### src/rtl/instr_fetch.sv
// Instruction fetch unit: owns the PC, issues one memory request per fetch,
// captures the returned word into the instruction register, aborts on timeout.
module instr_fetch #(
  parameter logic [63:0] RESET_PC = 64'h0,
  parameter int unsigned TIMEOUT  = 16
) (
  input  logic        i_clk,
  input  logic        i_reset,
  input  logic        i_fetch_start,
  input  logic        i_pc_write,
  input  logic [63:0] i_pc_next,
  input  logic        i_imem_ready,
  input  logic [31:0] i_imem_data,
  output logic        o_imem_req,
  output logic [63:0] o_imem_addr,
  output logic [63:0] o_pc,
  output logic [31:0] o_ir,
  output logic        o_ir_valid,
  output logic        o_fetch_done,
  output logic        o_busy,
  output logic        o_err_timeout,
  output logic        o_err_misaligned
);

  localparam logic [31:0] NOP      = 32'h0000_0013;
  localparam logic [7:0]  CNT_LAST = 8'(TIMEOUT - 1);

  typedef enum logic {IDLE, WAIT} state_t;

  state_t      state_q, state_d;
  logic [63:0] pc_q, pc_d;
  logic [63:0] addr_q, addr_d;
  logic        req_q, req_d;
  logic [31:0] ir_q, ir_d;
  logic        irv_q, irv_d;
  logic        done_q, done_d;
  logic        errto_q, errto_d;
  logic        errmis_q, errmis_d;
  logic [63:0] pend_q, pend_d;
  logic        pendv_q, pendv_d;
  logic [7:0]  cnt_q, cnt_d;

  logic [63:0] eff_pc;
  logic [63:0] exit_pc;
  logic        exit_wait;

  // Next-state and next-output logic
  always_comb begin
    state_d   = state_q;
    pc_d      = pc_q;
    addr_d    = addr_q;
    req_d     = req_q;
    ir_d      = ir_q;
    irv_d     = irv_q;
    done_d    = 1'b0;
    errto_d   = errto_q;
    errmis_d  = errmis_q;
    pend_d    = pend_q;
    pendv_d   = pendv_q;
    cnt_d     = cnt_q;
    exit_wait = 1'b0;
    eff_pc    = i_pc_write ? i_pc_next : pc_q;
    // A write arriving on the exit cycle itself is the most recent one.
    exit_pc   = i_pc_write ? i_pc_next : (pendv_q ? pend_q : pc_q);

    case (state_q)
      IDLE: begin
        if (i_pc_write) pc_d = i_pc_next;
        if (i_fetch_start) begin
          if (eff_pc[1:0] != 2'b00) begin
            errmis_d = 1'b1;
          end else begin
            state_d = WAIT;
            req_d   = 1'b1;
            addr_d  = eff_pc;
            irv_d   = 1'b0;
            cnt_d   = 8'd0;
            pendv_d = 1'b0;
          end
        end
      end
      WAIT: begin
        if (i_pc_write) begin
          pend_d  = i_pc_next;
          pendv_d = 1'b1;
        end
        if (i_imem_ready) begin
          ir_d      = i_imem_data;
          irv_d     = 1'b1;
          done_d    = 1'b1;
          exit_wait = 1'b1;
        end else if (cnt_q == CNT_LAST) begin
          errto_d   = 1'b1;
          exit_wait = 1'b1;
        end else begin
          cnt_d = cnt_q + 8'd1;
        end
        if (exit_wait) begin
          state_d = IDLE;
          req_d   = 1'b0;
          pc_d    = exit_pc;
          pendv_d = 1'b0;
        end
      end
      default: state_d = IDLE;
    endcase
  end

  // State and output registers, synchronous reset has top priority
  always_ff @(posedge i_clk) begin
    if (i_reset) begin
      state_q  <= IDLE;
      pc_q     <= RESET_PC;
      addr_q   <= RESET_PC;
      req_q    <= 1'b0;
      ir_q     <= NOP;
      irv_q    <= 1'b0;
      done_q   <= 1'b0;
      errto_q  <= 1'b0;
      errmis_q <= 1'b0;
      pend_q   <= 64'h0;
      pendv_q  <= 1'b0;
      cnt_q    <= 8'd0;
    end else begin
      state_q  <= state_d;
      pc_q     <= pc_d;
      addr_q   <= addr_d;
      req_q    <= req_d;
      ir_q     <= ir_d;
      irv_q    <= irv_d;
      done_q   <= done_d;
      errto_q  <= errto_d;
      errmis_q <= errmis_d;
      pend_q   <= pend_d;
      pendv_q  <= pendv_d;
      cnt_q    <= cnt_d;
    end
  end

  assign o_imem_req       = req_q;
  assign o_imem_addr      = addr_q;
  assign o_pc             = pc_q;
  assign o_ir             = ir_q;
  assign o_ir_valid       = irv_q;
  assign o_fetch_done     = done_q;
  assign o_busy           = (state_q == WAIT);
  assign o_err_timeout    = errto_q;
  assign o_err_misaligned = errmis_q;

endmodule

### config.mk
export PLATFORM = sky130hd
export DESIGN_NAME = instr_fetch
export DESIGN_NICKNAME = d
export VERILOG_FILES = /design/src/rtl/instr_fetch.sv
export SDC_FILE = /design/constraint.sdc
export NUM_CORES = 1
export LEC_CHECK = 0
export CAP_MARGIN = 10
export CORE_UTILIZATION = 54
export DETAILED_ROUTE_END_ITERATION = 8
export GPL_TIMING_DRIVEN = 1
export PLACE_DENSITY = 0.93
export SYNTH_ARGS = -nofsm -noshare
export SYNTH_HDL_FRONTEND = slang
export SYNTH_SLANG_ARGS = --single-unit
### constraint.sdc
create_clock -name i_clk -period 2.95 [get_ports i_clk]
set_clock_uncertainty 0.15 [all_clocks]
set_input_delay 0.59 -clock i_clk [delete_from_list [all_inputs] [get_ports i_clk]]
set_output_delay 0.59 -clock i_clk [all_outputs]
set_load 0.02 [all_outputs]
==> out/metrics.cfg, run 1 <==
[power]
power.net_switching_mw = 2.17
internal_power_mw = 6.01
power_frac_seq = 0.434
power.share.clock = 0.388
max-vdd-ir-drop_uv = 372
comb_power_share = 0.178
finalPower_mw = 8.18
power_per_cell_area_nw_per_um2 = 553
p_leak_nw = 4.88
p_sw_frac = 0.265

[min_path]
worst_hold_startpoint = pend_q[20]$_SDFFE_PP0P_
min_to = pend_q[20]$_SDFFE_PP0P_
worst_hold_path.num_cells = 2
hold_path.class = register to register

[global_route]
pin_count_of_the_biggest_net_entering_global_routing = 191
use_met3 = 0.0508
grtUsageTotal = 0.270
top_usage_layer = met2
grt_util_met2 = 0.472
gr-usage-met1 = 0.326
grt_antenna_before_repair = 1
first_pass_grt_wire_length_mm = 47.8
first_global_vias = 9682
globalRoute.totalOverflow = 0

[synth]
synthesized_cell_area_um2 = 11200
syn_inst = 1276
synthesis.nets = 1378
synth_cell_types = 37
ys_seq_area_frac = 0.427
ys_ff_latch = 239
netlist.top_cell.by_area = dfxtp_1
most_area_consuming_cells_after_synthesis = dfxtp_1 43%, mux2i_1 11%, nand2b_1 11%
number_of_warnings_issued_by_yosys = 0
synthesis.area_per_instance_um2 = 8.78
synth_top_area_frac = 0.427

[critical_path]
critical_path_arrival_ns = 1.85
crit_path_cell_trace = clkdlybuf4s50_1
timing.rr.end = o_pc[62]$_SDFFE_PP0P_
ff2ff_setup_slack_ns = 0.74
crit_fanout = 32
critical_path.max_stage_delay_ns = 0.70
critPathLaunch = o_busy$_SDFF_PP0_
worstSetupEndpointType = output pin
cp.buffers_inverters = 1
largest_delay_share_family_worst_path = buffers and inverters
path_class = register to output pin
beginning_of_the_worst_register_to_register_path = cnt_q[0]$_SDFFE_PP0P_
worst-r2r-cell-count = 6
critPathLaunchType = register
required_time_of_the_worst_setup_path_ns = 2.21
slowest_stage = clkdlybuf4s50_1

[die]
core-area_um2 = 20300
design.die.area_um2 = 21300
initial_core_util = 0.552
dieWidth_um = 146
row_count = 52
num_io_pins = 267
die-height_um = 146

[sta]
final_max_slew_viol_count = 0
max_freq_mhz = 387
rsz0062_at_grt = false
period_needed_ns = 2.59
least_margin_pin_slew_ns = 0.736
max-slew-margin-rel = 0.509
setup-violations-final = 0
totalNegativeSetupSlack_ns = 0
hold_viol = 0
finalCritPeriodShare = 0.876

[cts]
cts-resized-gates = 0
h-tree-depth = 1
clkSlewWorstSetupHoldPaths_ns = 0.06
clk_latency_ns = 0.50
cts.sinks = 239
cts_made_buffers = 25
ctsHoldBuffers = 0
tritoncts_clock_tree = done
max-clock-path-buffers = 3
clk_root_buffer_cell = clkbuf_16
post-cts-setup-buffer-count = 0

[route]
final_antenna_net_count = 0
route.detailed.vias_per_inst = 5.55
first_pass_iters = 5
wl_per_cell_um = 16.6
routed-via-count = 9840
drcViolationCount = 0
drt_first_iter_violations = 667
wirelength_mm = 29.5

[outcome]
outcome = finished, final reports clean

[final_layout]
antennaDiodeCount = 0
synthToLayoutAreaGrowth_pct = 32.1
fill_cells = 1419
post_route_cells_drive_above_1_share = 0.0898
stdcell_area_um2 = 14800
final_net_count = 1587

[place]
dp.final_hpwl_mm = 19.0
port_buffers = 266
placed_cell_area_um2 = 14000
routabilityCongestion = 0.797

[job]
max-cap-violations = 0

-- through the flow --
stage          instances  setup slack [ns]  utilization  hold slack (ns)
2_1_floorplan       1276             0.950            -            0.286
3_3_place_gp        1728             0.271        0.688            0.291
3_5_place_dp        1728             0.181        0.688            0.296
4_1_cts             1773             0.350        0.728            0.304
5_1_grt             1773             0.298        0.728            0.320
6_report            1773             0.365        0.728            0.303
-- cell usage in the layout (no fill, tap or decap), drive strengths merged, types with 2 or more instances in the layout --
master / count
nor2b: 3
or4: 2
clkbuf: 36
nand3b: 3
and3: 2
and2: 4
nand2: 261
a31oi: 4
nand2b: 191
bufinv: 3
nor2: 68
clkdlybuf4s50: 264
dfxtp: 239
nand3: 11
buf: 24
clkinv: 7
o21a: 2
a21boi: 3
o21ai: 68
inv: 3
a21oi: 101
mux2i: 128
a311oi: 64
-- registers in the layout, indices dropped and copies added, names as in the netlist, 8 cells and up --
signal	count
o_imem_addr	64
o_pc	64
pend_q	64
o_ir	32
cnt_q	8
-- synthesized netlist by cell type (all sizes together) --
cell type and instances:
a211o 1, a21bo 1, a21boi 3, a21oi 101, a221oi 1, a311oi 64
a31oi 4, and2 4, and3 2, and3b 1, buf 46, clkbuf 61
dfxtp 239, ha 1, inv 3, mux2i 128, nand2 261, nand2b 191
nand3 11, nand3b 3, nor2 68, nor2b 3, nor3 1, nor4 1
o21a 2, o21ai 68, o22ai 1, o31a 1, or2 1, or3 1
or3b 1, or4 2
-- power groups by stage --
stage | Clock, mW | Sequential, mW | Combinational [mW]
finish | 3.17 | 3.55 | 1.45
global route | 3.39 | 3.57 | 1.55
CTS | 3.23 | 3.55 | 1.46
detailed placement | 0 | 3.62 | 1.45
global placement | 0 | 3.61 | 1.40
floorplan | 0 | 3.76 | 0.688
-- per-layer routing --
metal / vias to the layer above / part of all wire / routed length (um)
met1: 4674 / 0.41 / 12000
li1: 4741 / - / -
met4: 2 / 0.033 / 971
met2: 358 / 0.50 / 14600
met5: - / 0.00044 / 13
met3: 65 / 0.064 / 1880
-- how the worst max path moves through the flow --
stage / endpoint / cells past startpoint / slack [ns]
floorplan: o_imem_addr[13]$_SDFFE_PP0P_ / 6 / 0.95
global placement: o_imem_addr[38]$_SDFFE_PP0P_ / 6 / 0.27
detailed placement: o_imem_addr[31]$_SDFFE_PP0P_ / 6 / 0.18
CTS: o_busy / 1 / 0.35
global route: o_busy / 1 / 0.30
finish: o_busy / 1 / 0.36
-- cells by family (layout without fill, tap and decap cells) --
kind of cell | Yosys count | count (layout) | synth area share
muxes | 128 | 128 | 0.114
DFF | 239 | 239 | 0.427
adders and majority gates | 1 | 1 | 0.00112
buffers and inverters | 110 | 337 | 0.0524
AOI/OAI and AO/OA | 247 | 247 | 0.170
and+or+nand+nor | 551 | 551 | 0.235
-- final cells by class --
| class | count | area, um2 | share of cell area |
|---|---|---|---|
| clock inverter | 10 | 125 | 0.00846 |
| multi-input combinational | 927 | 5850 | 0.395 |
| timing repair buffer | 289 | 2970 | 0.201 |
| tap | 270 | 338 | 0.0228 |
| sequential | 239 | 4790 | 0.324 |
| clock buffer | 35 | 703 | 0.0476 |
| inverter | 3 | 11.3 | 0.000761 |
Note: power is estimated with default switching activity, not from simulation.
==> run 2, diff against run 1 <==
--- a/config.mk
+++ b/config.mk
@@ -9,7 +9,9 @@
 export CORE_UTILIZATION = 54
 export DETAILED_ROUTE_END_ITERATION = 8
 export GPL_TIMING_DRIVEN = 1
+export MAX_ROUTING_LAYER = met4
 export PLACE_DENSITY = 0.93
 export SYNTH_ARGS = -nofsm -noshare
 export SYNTH_HDL_FRONTEND = slang
 export SYNTH_SLANG_ARGS = --single-unit
+export TNS_END_PERCENT = 30
==> run 2 against run 1 <==
Effect of this change:
- final cell count about the same
- combinational power is essentially flat
- sequential share of layout area about the same
- via count fell by 0.32%
- clock power hardly changed
- critical path type unchanged
- largest cell class unchanged
==> out/metrics.cfg, run 2 (synthesis results as in run 1) <==
[sta]
period_needed_ns = 2.60
finalCritPeriodShare = 0.880
setup-violations-final = 0
rsz0062_at_grt = false
max-slew-margin-rel = 0.509
postLayoutSetupSlackWorst_ns = 0.355
least_margin_pin_slew_ns = 0.737
final_max_slew_viol_count = 0
totalNegativeSetupSlack_ns = 0
max_freq_mhz = 385
hold_viol = 0

[cts]
cts-resized-gates = 0
post-cts-setup-buffer-count = 0
cts.sinks = 239
ctsHoldBuffers = 0
h-tree-depth = 1
clk_latency_ns = 0.51
clk_root_buffer_cell = clkbuf_16
clkSlewWorstSetupHoldPaths_ns = 0.06
cts_made_buffers = 25
tritoncts_clock_tree = done
max-clock-path-buffers = 3

[global_route]
first_global_vias = 9674
grt_antenna_before_repair = 1
first_pass_grt_wire_length_mm = 47.8
grtUsageTotal = 0.279
pin_count_of_the_biggest_net_entering_global_routing = 191
globalRoute.totalOverflow = 0

[critical_path]
beginning_of_the_worst_register_to_register_path = cnt_q[0]$_SDFFE_PP0P_
crit_path_cell_trace = clkdlybuf4s50_1
critical_path.max_stage_delay_ns = 0.70
crit_fanout = 32
path_class = register to output pin
critPathLaunchType = register
worst-r2r-cell-count = 6
worstSetupEndpointType = output pin
cp.buffers_inverters = 1
ff2ff_setup_slack_ns = 0.73
slowest_stage = clkdlybuf4s50_1
largest_delay_share_family_worst_path = buffers and inverters
timing.rr.end = o_pc[62]$_SDFFE_PP0P_
critical_path_arrival_ns = 1.86
required_time_of_the_worst_setup_path_ns = 2.21

[min_path]
min_to = pend_q[40]$_SDFFE_PP0P_
worst_hold_startpoint = pend_q[40]$_SDFFE_PP0P_
worst_hold_path.num_cells = 2
hold_path.class = register to register

[route]
drcViolationCount = 0
wirelength_mm = 29.6
final_antenna_net_count = 0
drt_first_iter_violations = 645
routed-via-count = 9809
wl_per_cell_um = 16.7
first_pass_iters = 6
route.detailed.vias_per_inst = 5.53

[die]
row_count = 52
die-height_um = 146
num_io_pins = 267
dieWidth_um = 146
initial_core_util = 0.552
core-area_um2 = 20300
design.die.area_um2 = 21300

[final_layout]
synthToLayoutAreaGrowth_pct = 32.1
final_net_count = 1587
post_route_cells_drive_above_1_share = 0.0898
fill_cells = 1418
layout.core_utilization = 0.729
layout_commonest_cell = clkdlybuf4s50_1
most-common-layout-cells = 264 x clkdlybuf4s50_1, 260 x nand2_1, 238 x dfxtp_1

[outcome]
outcome = finished, final reports clean

[place]
dp.final_hpwl_mm = 19.0
routabilityCongestion = 0.808
port_buffers = 266
placement.setup.worst_slack_ns = 0.181

[power]
p_leak_nw = 4.88
max-vdd-ir-drop_uv = 371
power_per_cell_area_nw_per_um2 = 553

[job]
max-cap-violations = 0

==> run 2: cell types whose count changed in the layout (fill, tap and decap cells not counted), sizes merged <==
cell,delta
diode,+1
==> run 2: final cells by class <==
class | count | area, um2 | share of cell area
diodes | 1 | 2.50 | 0.000169
well taps | 270 | 338 | 0.0228
clock buffers | 35 | 703 | 0.0475
inverters | 3 | 11.3 | 0.000761
flip-flops and latches | 239 | 4790 | 0.324
repair buffers | 289 | 2970 | 0.201
clock inverters | 10 | 125 | 0.00846
multi-input cells | 927 | 5850 | 0.395
==> run 2: routing by layer <==
| layer | wire length [um] | up-vias | track usage | part of all wire |
|---|---|---|---|---|
| met5 | 0 | - | - | 0 |
| met4 | 914 | 0 | 0.107 | 0.031 |
| met3 | 1810 | 61 | 0.0492 | 0.061 |
| met2 | 14700 | 336 | 0.472 | 0.50 |
| met1 | 12200 | 4675 | 0.329 | 0.41 |
| li1 | - | 4737 | - | - |
==> run 2: through the flow <==
stage               power [mW]  area [um2]  cells  hold WS [ns]
finish                    8.18       14800   1774         0.305
global route              8.51       14800   1774         0.320
CTS                       8.23       14800   1773         0.304
detailed placement        5.06       14000   1728         0.296
global placement          5.01       14000   1728         0.291
floorplan                 4.45       11200   1276         0.286
==> run 2: worst max-delay path by stage <==
stage	from	endpoint	slack, ns	cells past startpoint
floorplan	i_pc_next[0]	o_imem_addr[13]$_SDFFE_PP0P_	0.95	6
global placement	i_pc_next[0]	o_imem_addr[38]$_SDFFE_PP0P_	0.27	6
detailed placement	i_pc_next[0]	o_imem_addr[31]$_SDFFE_PP0P_	0.18	6
CTS	o_busy$_SDFF_PP0_	o_busy	0.35	1
global route	o_busy$_SDFF_PP0_	o_busy	0.30	1
finish	o_busy$_SDFF_PP0_	o_busy	0.35	1
==> run 2: where the power goes <==
part | total [mW] | internal, mW | switching, mW
registers | 3.55 | 3.41 | 0.146
clock network | 3.18 | 1.92 | 1.26
logic | 1.45 | 0.689 | 0.766
